==> src/rtl/decode_ctrl_pipe_if.sv <==
// Handshake and decode-result bundle between the fetch side and decode_ctrl_pipe.
interface decode_ctrl_pipe_if;
  logic [31:0] instr_i;
  logic        valid_i;
  logic        ready_o;
  logic        stall_i;
  logic        flush_i;
  logic        valid_o;
  logic [8:0]  ctrl_o;
  logic [1:0]  hilo_we_o;
  logic        illegal_o;
  logic        md_busy_o;
  logic        md_done_o;
  logic [1:0]  md_hilo_we_o;

  modport master (
    output instr_i, valid_i, stall_i, flush_i,
    input  ready_o, valid_o, ctrl_o, hilo_we_o, illegal_o,
           md_busy_o, md_done_o, md_hilo_we_o
  );

  modport slave (
    input  instr_i, valid_i, stall_i, flush_i,
    output ready_o, valid_o, ctrl_o, hilo_we_o, illegal_o,
           md_busy_o, md_done_o, md_hilo_we_o
  );
endinterface

==> src/rtl/decode_ctrl_pipe.sv <==
// MIPS-style decode stage: one-cycle registered control decode plus a
// multiply/divide occupancy tracker that interlocks HI/LO users.
module decode_ctrl_pipe #(
  parameter int unsigned MUL_LAT = 4,
  parameter int unsigned DIV_LAT = 32
) (
  input logic               clk,
  input logic               rst,
  decode_ctrl_pipe_if.slave bus
);

  localparam logic [8:0] CTRL_RTYPE = 9'b110000000;
  localparam logic [8:0] CTRL_JR    = 9'b000000100;
  localparam logic [8:0] CTRL_MD    = 9'b000000001;
  localparam logic [8:0] CTRL_LW    = 9'b101001000;
  localparam logic [8:0] CTRL_SW    = 9'b001010000;
  localparam logic [8:0] CTRL_BR    = 9'b000100000;
  localparam logic [8:0] CTRL_IMM   = 9'b101000000;
  localparam logic [8:0] CTRL_J     = 9'b000000100;
  localparam logic [8:0] CTRL_JAL   = 9'b100000110;

  localparam logic [5:0] MUL_CNT = 6'(MUL_LAT);
  localparam logic [5:0] DIV_CNT = 6'(DIV_LAT);

  typedef enum logic {IDLE, BUSY} md_state_e;

  logic [5:0] op;
  logic [5:0] fn;
  logic [4:0] rt;
  logic       unused_instr_bits;

  assign op = bus.instr_i[31:26];
  assign fn = bus.instr_i[5:0];
  assign rt = bus.instr_i[20:16];
  assign unused_instr_bits = ^{bus.instr_i[25:21], bus.instr_i[15:6]};

  logic [8:0] dec_ctrl;
  logic [1:0] dec_hilo;
  logic       dec_ill;

  always_comb begin
    dec_ctrl = '0;
    dec_hilo = '0;
    dec_ill  = 1'b0;
    case (op)
      6'b000000: begin
        case (fn)
          6'b001000: dec_ctrl = CTRL_JR;
          6'b011000, 6'b011001, 6'b011010, 6'b011011: dec_ctrl = CTRL_MD;
          6'b010001: dec_hilo = 2'b10;
          6'b010011: dec_hilo = 2'b01;
          6'b000000, 6'b000010, 6'b000011, 6'b000100, 6'b000110, 6'b000111,
          6'b010000, 6'b010010,
          6'b100000, 6'b100001, 6'b100010, 6'b100011,
          6'b100100, 6'b100101, 6'b100110, 6'b100111,
          6'b101010, 6'b101011: dec_ctrl = CTRL_RTYPE;
          default:   dec_ill  = 1'b1;
        endcase
      end
      6'b000001: begin
        if (rt == 5'b00000 || rt == 5'b00001) dec_ctrl = CTRL_BR;
        else                                  dec_ill  = 1'b1;
      end
      6'b000010: dec_ctrl = CTRL_J;
      6'b000011: dec_ctrl = CTRL_JAL;
      6'b000100, 6'b000101, 6'b000110, 6'b000111: dec_ctrl = CTRL_BR;
      6'b001000, 6'b001001, 6'b001010, 6'b001011,
      6'b001100, 6'b001101, 6'b001110, 6'b001111: dec_ctrl = CTRL_IMM;
      6'b100011: dec_ctrl = CTRL_LW;
      6'b101011: dec_ctrl = CTRL_SW;
      default:   dec_ill  = 1'b1;
    endcase
  end

  logic is_md;
  logic is_div;
  logic uses_hilo;

  // MFHI/MTHI/MFLO/MTLO are funct 0100xx, MULT/MULTU/DIV/DIVU are 0110xx
  assign is_md     = (op == 6'b000000) && (fn[5:2] == 4'b0110);
  assign is_div    = fn[1];
  assign uses_hilo = (op == 6'b000000) && (fn[5:4] == 2'b01) && (fn[2] == 1'b0);

  md_state_e  state_q, state_d;
  logic [5:0] cnt_q, cnt_d;
  logic       md_busy;
  logic       md_done;
  logic       ready;
  logic       accept;

  assign md_busy = (state_q == BUSY);
  assign ready   = !bus.stall_i && !(md_busy && uses_hilo);
  assign accept  = bus.valid_i && ready;

  always_comb begin
    state_d = state_q;
    cnt_d   = cnt_q;
    md_done = 1'b0;
    case (state_q)
      IDLE: begin
        if (accept && is_md) begin
          state_d = BUSY;
          cnt_d   = is_div ? DIV_CNT : MUL_CNT;
        end
      end
      BUSY: begin
        if (cnt_q == 6'd1) begin
          md_done = 1'b1;
          state_d = IDLE;
          cnt_d   = '0;
        end else begin
          cnt_d = cnt_q - 6'd1;
        end
      end
      default: begin
        state_d = IDLE;
        cnt_d   = '0;
      end
    endcase
  end

  always_ff @(posedge clk or posedge rst) begin
    if (rst) begin
      state_q <= IDLE;
      cnt_q   <= '0;
    end else begin
      state_q <= state_d;
      cnt_q   <= cnt_d;
    end
  end

  logic       valid_q, valid_d;
  logic [8:0] ctrl_q, ctrl_d;
  logic [1:0] hilo_q, hilo_d;
  logic       ill_q, ill_d;

  // Flush beats stall, stall beats accept; anything else drains to a bubble.
  always_comb begin
    valid_d = 1'b0;
    ctrl_d  = '0;
    hilo_d  = '0;
    ill_d   = 1'b0;
    if (bus.flush_i) begin
      valid_d = 1'b0;
    end else if (bus.stall_i) begin
      valid_d = valid_q;
      ctrl_d  = ctrl_q;
      hilo_d  = hilo_q;
      ill_d   = ill_q;
    end else if (accept) begin
      valid_d = 1'b1;
      ctrl_d  = dec_ctrl;
      hilo_d  = dec_hilo;
      ill_d   = dec_ill;
    end
  end

  always_ff @(posedge clk or posedge rst) begin
    if (rst) begin
      valid_q <= 1'b0;
      ctrl_q  <= '0;
      hilo_q  <= '0;
      ill_q   <= 1'b0;
    end else begin
      valid_q <= valid_d;
      ctrl_q  <= ctrl_d;
      hilo_q  <= hilo_d;
      ill_q   <= ill_d;
    end
  end

  assign bus.ready_o      = ready;
  assign bus.valid_o      = valid_q;
  assign bus.ctrl_o       = ctrl_q;
  assign bus.hilo_we_o    = hilo_q;
  assign bus.illegal_o    = ill_q;
  assign bus.md_busy_o    = md_busy;
  assign bus.md_done_o    = md_done;
  assign bus.md_hilo_we_o = md_done ? 2'b11 : 2'b00;

endmodule

==> src/flat_wrapper.sv <==
// flat-port wrapper written by rule: the top's interface ports become plain ports
module decode_ctrl_pipe_flat 
#(
  parameter int unsigned MUL_LAT = 4,
  parameter int unsigned DIV_LAT = 32
)
  (clk, rst, bus_instr_i, bus_valid_i, bus_stall_i, bus_flush_i, bus_ready_o, bus_valid_o, bus_ctrl_o, bus_hilo_we_o, bus_illegal_o, bus_md_busy_o, bus_md_done_o, bus_md_hilo_we_o);
  decode_ctrl_pipe_if bus_i ();
  input logic clk;
  input logic rst;
  input wire logic [$bits(bus_i.instr_i)-1:0] bus_instr_i;
  input wire logic [$bits(bus_i.valid_i)-1:0] bus_valid_i;
  input wire logic [$bits(bus_i.stall_i)-1:0] bus_stall_i;
  input wire logic [$bits(bus_i.flush_i)-1:0] bus_flush_i;
  output wire logic [$bits(bus_i.ready_o)-1:0] bus_ready_o;
  output wire logic [$bits(bus_i.valid_o)-1:0] bus_valid_o;
  output wire logic [$bits(bus_i.ctrl_o)-1:0] bus_ctrl_o;
  output wire logic [$bits(bus_i.hilo_we_o)-1:0] bus_hilo_we_o;
  output wire logic [$bits(bus_i.illegal_o)-1:0] bus_illegal_o;
  output wire logic [$bits(bus_i.md_busy_o)-1:0] bus_md_busy_o;
  output wire logic [$bits(bus_i.md_done_o)-1:0] bus_md_done_o;
  output wire logic [$bits(bus_i.md_hilo_we_o)-1:0] bus_md_hilo_we_o;
  assign bus_i.instr_i = bus_instr_i;
  assign bus_i.valid_i = bus_valid_i;
  assign bus_i.stall_i = bus_stall_i;
  assign bus_i.flush_i = bus_flush_i;
  assign bus_ready_o = bus_i.ready_o;
  assign bus_valid_o = bus_i.valid_o;
  assign bus_ctrl_o = bus_i.ctrl_o;
  assign bus_hilo_we_o = bus_i.hilo_we_o;
  assign bus_illegal_o = bus_i.illegal_o;
  assign bus_md_busy_o = bus_i.md_busy_o;
  assign bus_md_done_o = bus_i.md_done_o;
  assign bus_md_hilo_we_o = bus_i.md_hilo_we_o;
  decode_ctrl_pipe #(.MUL_LAT(MUL_LAT), .DIV_LAT(DIV_LAT)) u_core (.clk(clk), .rst(rst), .bus(bus_i));
endmodule
==> config.mk <==
export PLATFORM = sky130hd
export DESIGN_NAME = decode_ctrl_pipe_flat
export DESIGN_NICKNAME = d
export VERILOG_FILES = /design/src/rtl/decode_ctrl_pipe_if.sv /design/src/rtl/decode_ctrl_pipe.sv /design/src/flat_wrapper.sv
export SDC_FILE = /design/constraint.sdc
export NUM_CORES = 1
export LEC_CHECK = 0
export ABC_AREA = 1
export CORE_MARGIN = 3
export CORE_UTILIZATION = 55
export CTS_BUF_LIST = sky130_fd_sc_hd__clkbuf_8 sky130_fd_sc_hd__clkbuf_16
export DETAILED_ROUTE_END_ITERATION = 16
export DONT_BUFFER_PORTS = 1
export HOLD_SLACK_MARGIN = 0.02
export PLACE_DENSITY_LB_ADDON = 0.08
export SYNTH_ARGS = -nofsm -noshare
export SYNTH_HDL_FRONTEND = slang
export SYNTH_SLANG_ARGS = --single-unit
==> constraint.sdc <==
create_clock -name clk -period 1.35 [get_ports clk]
set_input_delay 0.405 -clock clk [delete_from_list [all_inputs] [get_ports clk]]
set_output_delay 0.405 -clock clk [all_outputs]
set_load 0.005 [all_outputs]
Word level (Yosys, flattened, before mapping) --
Cells that the tools add are included.
Operators by class: $add $sub $neg 1, multiply operators 0, divide/modulo/power cells 0, magnitude comparators 0, eq/ne operators 47, shift-type cells 0, muxes and demuxes 30, bitwise gates (word level) 2, reductions and logical operators 19
Operator list (number):
- $eq A6 B6 Y1 const B | 12
- $pmux W9 S8 | 1
- $eq A6 B4 Y1 const B | 9
- $eq A6 B5 Y1 const B | 8
- $eq A6 B3 Y1 const B | 7
- $mux W9 | 3
- $pmux W9 S3 | 1
- $reduce_or A25 Y1 | 1
- $eq A6 B2 Y1 const B | 4
- $mux W6 | 4
- $reduce_or A18 Y1 | 1
- $reduce_or A16 Y1 | 1
- $eq A6 B1 Y1 const B | 2
- $logic_not A6 Y1 | 2
- $mux W1 | 12
- $pmux W6 S2 | 1
- $mux W2 | 5
- $reduce_or A4 Y1 | 2
- $reduce_or A8 Y1 | 1
- $logic_and A1 B1 Y1 | 7
- $sub A6 B1 Y6 const B | 1
- $eq A5 B1 Y1 const B | 1
- $logic_not A5 Y1 | 1
- $eq A4 B3 Y1 const B | 1
- 8 further kinds | 11
Word-level totals: flip-flop bits (word level) 20, latch bits 0, memory bits (writable) 0, bits in read-only memories 0, input bits 37, output and inout bits 18, logic and storage cells 105, memories 0

Depth between registers and ports, before layout --
Gate-level depths: netlist of run 1.
depth in word-level cells 10, mapped depth 9, mapped depth without buffers 9

Worst setup path after synthesis of run 1 --
No wires, ideal clock.
kind reg-to-output, start point register u_core.cnt_q[1], end point output port bus_md_hilo_we_o[0], data arrival time 1019 ps, path slack -74 ps, cell stages (with the launch flop) 6, buffers on the path 1, path through dfrtp_1 > inv_1 > ha_1 > nand4_1 > nor2_1 > buf_4
Between the ends: cells in the longest elaborated chain, start to end 4
RTL lines:
- start: declaration | RTL line decode_ctrl_pipe.sv:85 | logic [5:0] cnt_q, cnt_d;
- start signal: assignment | RTL line decode_ctrl_pipe.sv:128 | cnt_q <= cnt_d;
- $eq A6 B1 Y1 | RTL line decode_ctrl_pipe.sv:107 | if (cnt_q == 6'd1) begin
- $mux W1 | RTL line decode_ctrl_pipe.sv:107
- $mux W1 | RTL line decode_ctrl_pipe.sv:99 | case (state_q)
- via bus_md_done_o | RTL line flat_wrapper.sv:21 | output wire logic [$bits(bus_i.md_done_o)-1:0] bus_md_done_o;
- $mux W2 | RTL line decode_ctrl_pipe.sv:179 | assign bus.md_hilo_we_o = md_done ? 2'b11 : 2'b00;
- end: declaration | RTL line flat_wrapper.sv:22 | output wire logic [$bits(bus_i.md_hilo_we_o)-1:0] bus_md_hilo_we_o;
The timed path passes the listed nets, and every way through them passes these cells.

Worst setup path in the final report of run 1 --
Ends and elaborated chain as after synthesis.

==> qor.txt, run 1 <==
Status: complete, but fails checks
Failing checks: setup timing
Layout net count: 247
CP required: 0.95 ns
Max_slew headroom: 77.50%
Worst-path clk slew: 0.07 ns
Async SR Flop Fraction: 100.0%
Startpoint types: flip-flop
Syn_area_per_cell: 7.097 sq um
Yosys Warn Count: 0
Max Cap Viol: 0
Layout fillers: 172
Core area: 2255 sq um
Crit end category: output port
RSZ-0062 raised after global routing: yes
Port bufs: 0
DIE AREA: 3024 sq um
Drt via density: 5.677
Min Tclk post-route: 1.636 ns
Hold Fails Final Rpt: 0
Vias: 1334
Worst Hold Class: in -> async
PnR Total Power: 1333 uW
Synth top area cells: dfrtp_1 (38%), nand2_1 (18%), nand3_1 (8.3%)
Final period util: 121.2%
Synthesized instance count: 186
Drt drc: 0
Total GRT Usage: 23.07%
Max stage delay on crit path: 0.39 ns
Drt pass-1 iters: 4
Peak supply drop: 0.8092 mV
Slew Viols, Final: 0
Slowest CP cell: dfrtp_1
Final setup margin: -0.2860 ns
Worst-Skew Late Latency: 0.26 ns
Final setup vio count: 10
CTS buffer count: 3
Post-synth EDFFs: 0
Largest net degree at the start of global routing: 21
Net Switching: 287.1 uW
Most frequent cell after synthesis: nand2_1
Power Internal: 1046 uW
Clock Path Buffers: 2
ANT nets after route: 0
Clock power frac: 44.8%
First-pass GRT wire length: 4974 um
Mapped cell area: 1320 sq um
Seq cells post-synth: 20
Sw frac: 21.53%
Worst Path Buf+Inv: 1
Final RePlAce weighted congestion: 0.8093
Top cells by count, synth: nand2_1 (63), nor2_1 (23), nand3_1 (22)
Share of cells above drive strength 1: 31.40%
Setup CP Type: reg -> out
Leakage power: 0.0008324 uW
Vias in the first global route: 1150
Power Dens Cells: 787.1 nW/um^2
Number of antenna violations at the first check in global routing: 0
Setup slack at placement: -0.04662 ns
Die Y: 54.99 um
Core Rows: 17
H-tree Lvls: 1
Main flop type after synthesis: dfrtp_1
Cells along the critical path: inv_2 -> ha_4 -> nand4_1 -> nor2_4
Syn_nets: 225
# diodes: 0
CP Max Fanout: 3
Initial Util: 58.55%
Crit path max-delay family: flip-flops
Hold Buf Count CTS: 0
GR Overflow Total: 0
Area leader, netlist: dfrtp_1
Top cell type's share of synthesized area: 37.91%
Root buffer cell: clkbuf_8
Fmax achieved: 611.2 MHz
# clock sinks: 20
CTS tree: built
Arr. time, crit path: 1.23 ns
Seq/Total Area, Yosys: 37.91%
Synth-to-layout area growth: 28.34%
Initial drt markers: 43
Distinct cells, synth: 26
Slew at the pin with the worst max-slew slack: 0.3371 ns
Clock Skews: 0.003123 ns
Ports: 55
Combinational power share: 9.6%
Drt total wl: 3679 um
Final HPWL DP: 2380 um
Share of total power in sequential cells: 45.6%
WL/cell: 15.66 um
Die width: 54.99 um
power groups by stage:
stage | Sequential [uW] | Combinational, uW | Clock [uW]
floorplan | 618 | 84.3 | 0
global placement | 619 | 115 | 0
detailed placement | 620 | 119 | 0
CTS | 608 | 120 | 600
global route | 609 | 145 | 628
finish | 608 | 127 | 598
timing repair:
item	in CTS	in global routing
pin swaps	2	12
cloned	0	1
resized for setup	5	29
endpoints found under the setup margin	5	23
setup buffers	4	3
cell type report:
| class | instances | area, sq um | area share [%] |
|---|---|---|---|
| inverters | 22 | 90.09 | 5.318 |
| clock buffers | 3 | 41.29 | 2.437 |
| clock inverters | 1 | 30.03 | 1.773 |
| well taps | 28 | 35.03 | 2.068 |
| flip-flops and latches | 20 | 500.5 | 29.54 |
| repair buffers | 20 | 161.4 | 9.527 |
| multi-input cells | 141 | 835.8 | 49.34 |
layout by cell type (no fill, tap or decap), types with 2 or more instances in the layout:
master,n
nor2_4,5
nand3_1,18
inv_1,16
buf_6,3
nor2_2,3
dfrtp_1,20
inv_2,4
nand2_1,54
buf_4,17
nand2_4,2
nand3_2,4
nand4_4,2
nand3_4,2
clkbuf_8,3
nand4_1,3
nor2_1,22
nand2_2,10
xor2_1,2
ha_4,2
cell families (layout without fill, tap and decap cells):
logic type | Yosys count | count (layout) | synth area share (%)
AND/OR/NAND/NOR | 128 | 129 | 46.54
flip-flops | 20 | 20 | 37.91
buffers and inverters | 26 | 46 | 8.341
adder cells (fa/ha/maj) | 2 | 2 | 1.895
AO/OA/AOI/OAI | 6 | 6 | 2.654
XOR/XNOR | 4 | 4 | 2.655
worst paths after layout:
kind                                             startpoint                          endpoint  slack, ns  depth (start not counted)
min                                                     rst  u_core.bus.ctrl_o[3]$_DFFE_PP0P_       0.04                          2
max in group asynchronous                               rst    u_core.bus.md_busy_o$_DFF_PP0_       1.10                          2
max reg2reg                     u_core.cnt_q[1]$_DFFE_PP0P_       u_core.cnt_q[2]$_DFFE_PP0P_      -0.18                          8
max                             u_core.cnt_q[1]$_DFFE_PP0P_               bus_md_hilo_we_o[0]      -0.29                          4
min in group clk                                bus_flush_i  u_core.bus.ctrl_o[0]$_DFFE_PP0P_       0.24                          1
min reg2reg                u_core.bus.ctrl_o[6]$_DFFE_PP0P_  u_core.bus.ctrl_o[6]$_DFFE_PP0P_       0.52                          2
per-layer routing:
layer	up-vias	GRT usage, %	share of wire (%)
met5	-	0	0
met4	0	8.097	4.6
met3	16	8.847	9.6
met2	72	37.01	47
met1	622	28.14	38
li1	624	-	-
stage by stage:
stage	hold slack [ns]	std cells	cell area, sq um	setup TNS [ns]	util, %
2_1_floorplan	0.3688	186	1323	-0.1162	-
3_3_place_gp	0.3341	226	1453	-0.03933	64.43
3_5_place_dp	0.3356	226	1453	-0.4461	64.43
4_1_cts	0.04925	234	1567	-1.314	69.48
5_1_grt	0.05812	235	1694	-1.896	75.14
6_report	0.03920	235	1694	-1.278	75.14
registers in the layout (all words and copies together), names as in the netlist:
name and count:
u_core.bus.ctrl_o 9, u_core.bus.valid_o 1, u_core.bus.hilo_we_o 2, u_core.bus.illegal_o 1, u_core.cnt_q 6, u_core.bus.md_busy_o 1
worst register-to-register path, delay by kind of cell, from the launching register on:
kind	cells	cell delay, ns
buffers and inverters	2	0.31
AOI/OAI and AO/OA	1	0.16
DFF	1	0.39
and+or+nand+nor	4	0.42
adders and majority gates	1	0.11
Power figures use the tool's default switching activity.
==> run 2: changes to the inputs <==
- PLACE_DENSITY: default -> 0.71
- PLACE_DENSITY_LB_ADDON: 0.08 -> default
==> run 2 against run 1 <==
The flow still finishes with violations (setup timing). Worst setup slack worse by 0.011 ns. Sequential share of layout area grew 2.2 points. Utilization down 5.1 points. Register-to-register slack better by 0.17 ns. Clock skew up 0.0033 ns. Combinational power down 3%. Count of clock-buffer cells in the layout up 1. First-iteration DRC count decreased by 67%. Non-clock buffer count decreased by 3. Largest cell class unchanged. Highest routed layer unchanged.
==> qor.txt, run 2 (synthesized netlist as in run 1, its figures left out) <==
Max_slew headroom: 83.04%
Final setup vio count: 6
Drt drc: 0
Core area: 2255 sq um
Port bufs: 0
Worst reg2reg endpoint: u_core.cnt_q[2]$_DFFE_PP0P_
CTS buffer count: 3
Final period util: 122.0%
Dpl cell area: 1445 sq um
Initial Util: 58.55%
Fmax achieved: 607.3 MHz
Vias in the first global route: 1165
Final setup margin: -0.2966 ns
Largest net degree at the start of global routing: 21
First-pass GRT wire length: 4754 um
Clock Path Buffers: 2
ANT nets after route: 0
Power Dens Cells: 749.3 nW/um^2
# diodes: 0
Critical Path Start: u_core.cnt_q[0]$_DFFE_PP0P_
Initial drt markers: 14
Root buffer cell: clkbuf_8
Die width: 54.99 um
Setup CP Type: reg -> out
Final HPWL DP: 2379 um
Total GRT Usage: 22.04%
Startpoint types: flip-flop
Hold Buf Count CTS: 0
CP Capture Point: bus_md_hilo_we_o[0]
CP required: 0.95 ns
Worst-path clk slew: 0.08 ns
Slew Viols, Final: 0
DIE AREA: 3024 sq um
Die Y: 54.99 um
Storage cell area: 500.5 sq um
Min Tclk post-route: 1.647 ns
Crit end category: output port
CTS tree: built
Drt total wl: 3096 um
Layout net count: 243
Reg-to-reg slack, setup: -0.01 ns
Core Rows: 17
Status: complete, but fails checks
CP Max Fanout: 3
RSZ-0062 raised after global routing: yes
Leakage power: 0.0007947 uW
Worst Hold Slack: 0.05277 ns
Arr. time, crit path: 1.24 ns
Drt via density: 5.238
GR Overflow Total: 0
Final RePlAce weighted congestion: 0.7861
Worst Hold Class: in -> async
R2R cell count: 9
WL/cell: 13.40 um
Hold Fails Final Rpt: 0
Max Cap Viol: 0
Clock Skews: 0.006457 ns
Drt pass-1 iters: 4
Ports: 55
Layout fillers: 192
Max FFs per register: 9
# clock sinks: 20
Critical R2R Launch: u_core.cnt_q[1]$_DFFE_PP0P_
Synth-to-layout area growth: 19.62%
Commonest cells after routing, fill and taps aside: nand2_1 (60), nor2_1 (22), nand3_1 (21)
Cell area after layout: 1579 sq um
Worst-Skew Late Latency: 0.26 ns
Share of cells above drive strength 1: 24.63%
Vias: 1210
Multi-input gate area: 775.7 sq um
Failing checks: setup timing
Slew at the pin with the worst max-slew slack: 0.2518 ns
H-tree Lvls: 1
Commonest non-fill, non-tap cell in the layout: nand2_1
Setup slack at placement: -0.06789 ns
Number of antenna violations at the first check in global routing: 0
Peak supply drop: 0.7944 mV
==> run 2: worst max-delay path: stages (launching register included) <==
cell	delay, ns
dfrtp_1	0.44
ha_4	0.15
nand4_1	0.20
nor2_4	0.19
==> run 2: area by class of cell <==
type | count | share of cell area [%]
timing repair buffer | 17 | 8.082
multi-input combinational | 140 | 49.13
inverter | 22 | 5.388
tap | 28 | 2.219
sequential | 20 | 31.70
clock buffer | 4 | 3.487
==> run 2: what timing repair did <==
action / CTS / global route
gates resized for setup: 6 / 11
buffers inserted: 2 / 0
endpoints found under the setup margin: 4 / 9
pin swaps: 2 / 3
==> run 2: worst min path at each step <==
| stage | start | end | slack [ns] | depth (start not counted) |
|---|---|---|---|---|
| after floorplan | rst | u_core.bus.ctrl_o[0]$_DFFE_PP0P_ | 0.37 | 1 |
| after global placement | rst | u_core.bus.valid_o$_DFFE_PP0P_ | 0.33 | 2 |
| after detailed placement | rst | u_core.bus.valid_o$_DFFE_PP0P_ | 0.34 | 2 |
| after CTS | rst | u_core.cnt_q[0]$_DFFE_PP0P_ | 0.06 | 2 |
| after global routing | rst | u_core.bus.ctrl_o[5]$_DFFE_PP0P_ | 0.07 | 2 |
| final | rst | u_core.cnt_q[0]$_DFFE_PP0P_ | 0.05 | 2 |
==> run 2: per-stage QoR <==
step / total power, uW / cells / utilization (%) / setup TNS [ns]
after floorplan: 702.7 / 186 / - / -0.1162
after global placement: 734.8 / 225 / 64.10 / -0.2064
after detailed placement: 739.1 / 225 / 64.10 / -0.5450
after CTS: 1189 / 231 / 68.09 / -0.9865
after global routing: 1227 / 231 / 70.03 / -1.559
final: 1183 / 231 / 70.03 / -0.9809
==> run 2: where the power goes <==
| part | switching, uW | internal [uW] |
|---|---|---|
| Sequential | 3.78 | 604 |
| Clock | 193 | 259 |
| Combinational | 77.3 | 45.7 |
| Total | 274 | 909 |
==> run 2: layer usage <==
metal  share of wire [%]  track usage (%)  routed length [um]
met1                  43            26.99                1327
met2                  49            37.01                1523
met3                 6.6            4.558                 204
met4                 1.3            10.12                  40
met5                   0                0                   0
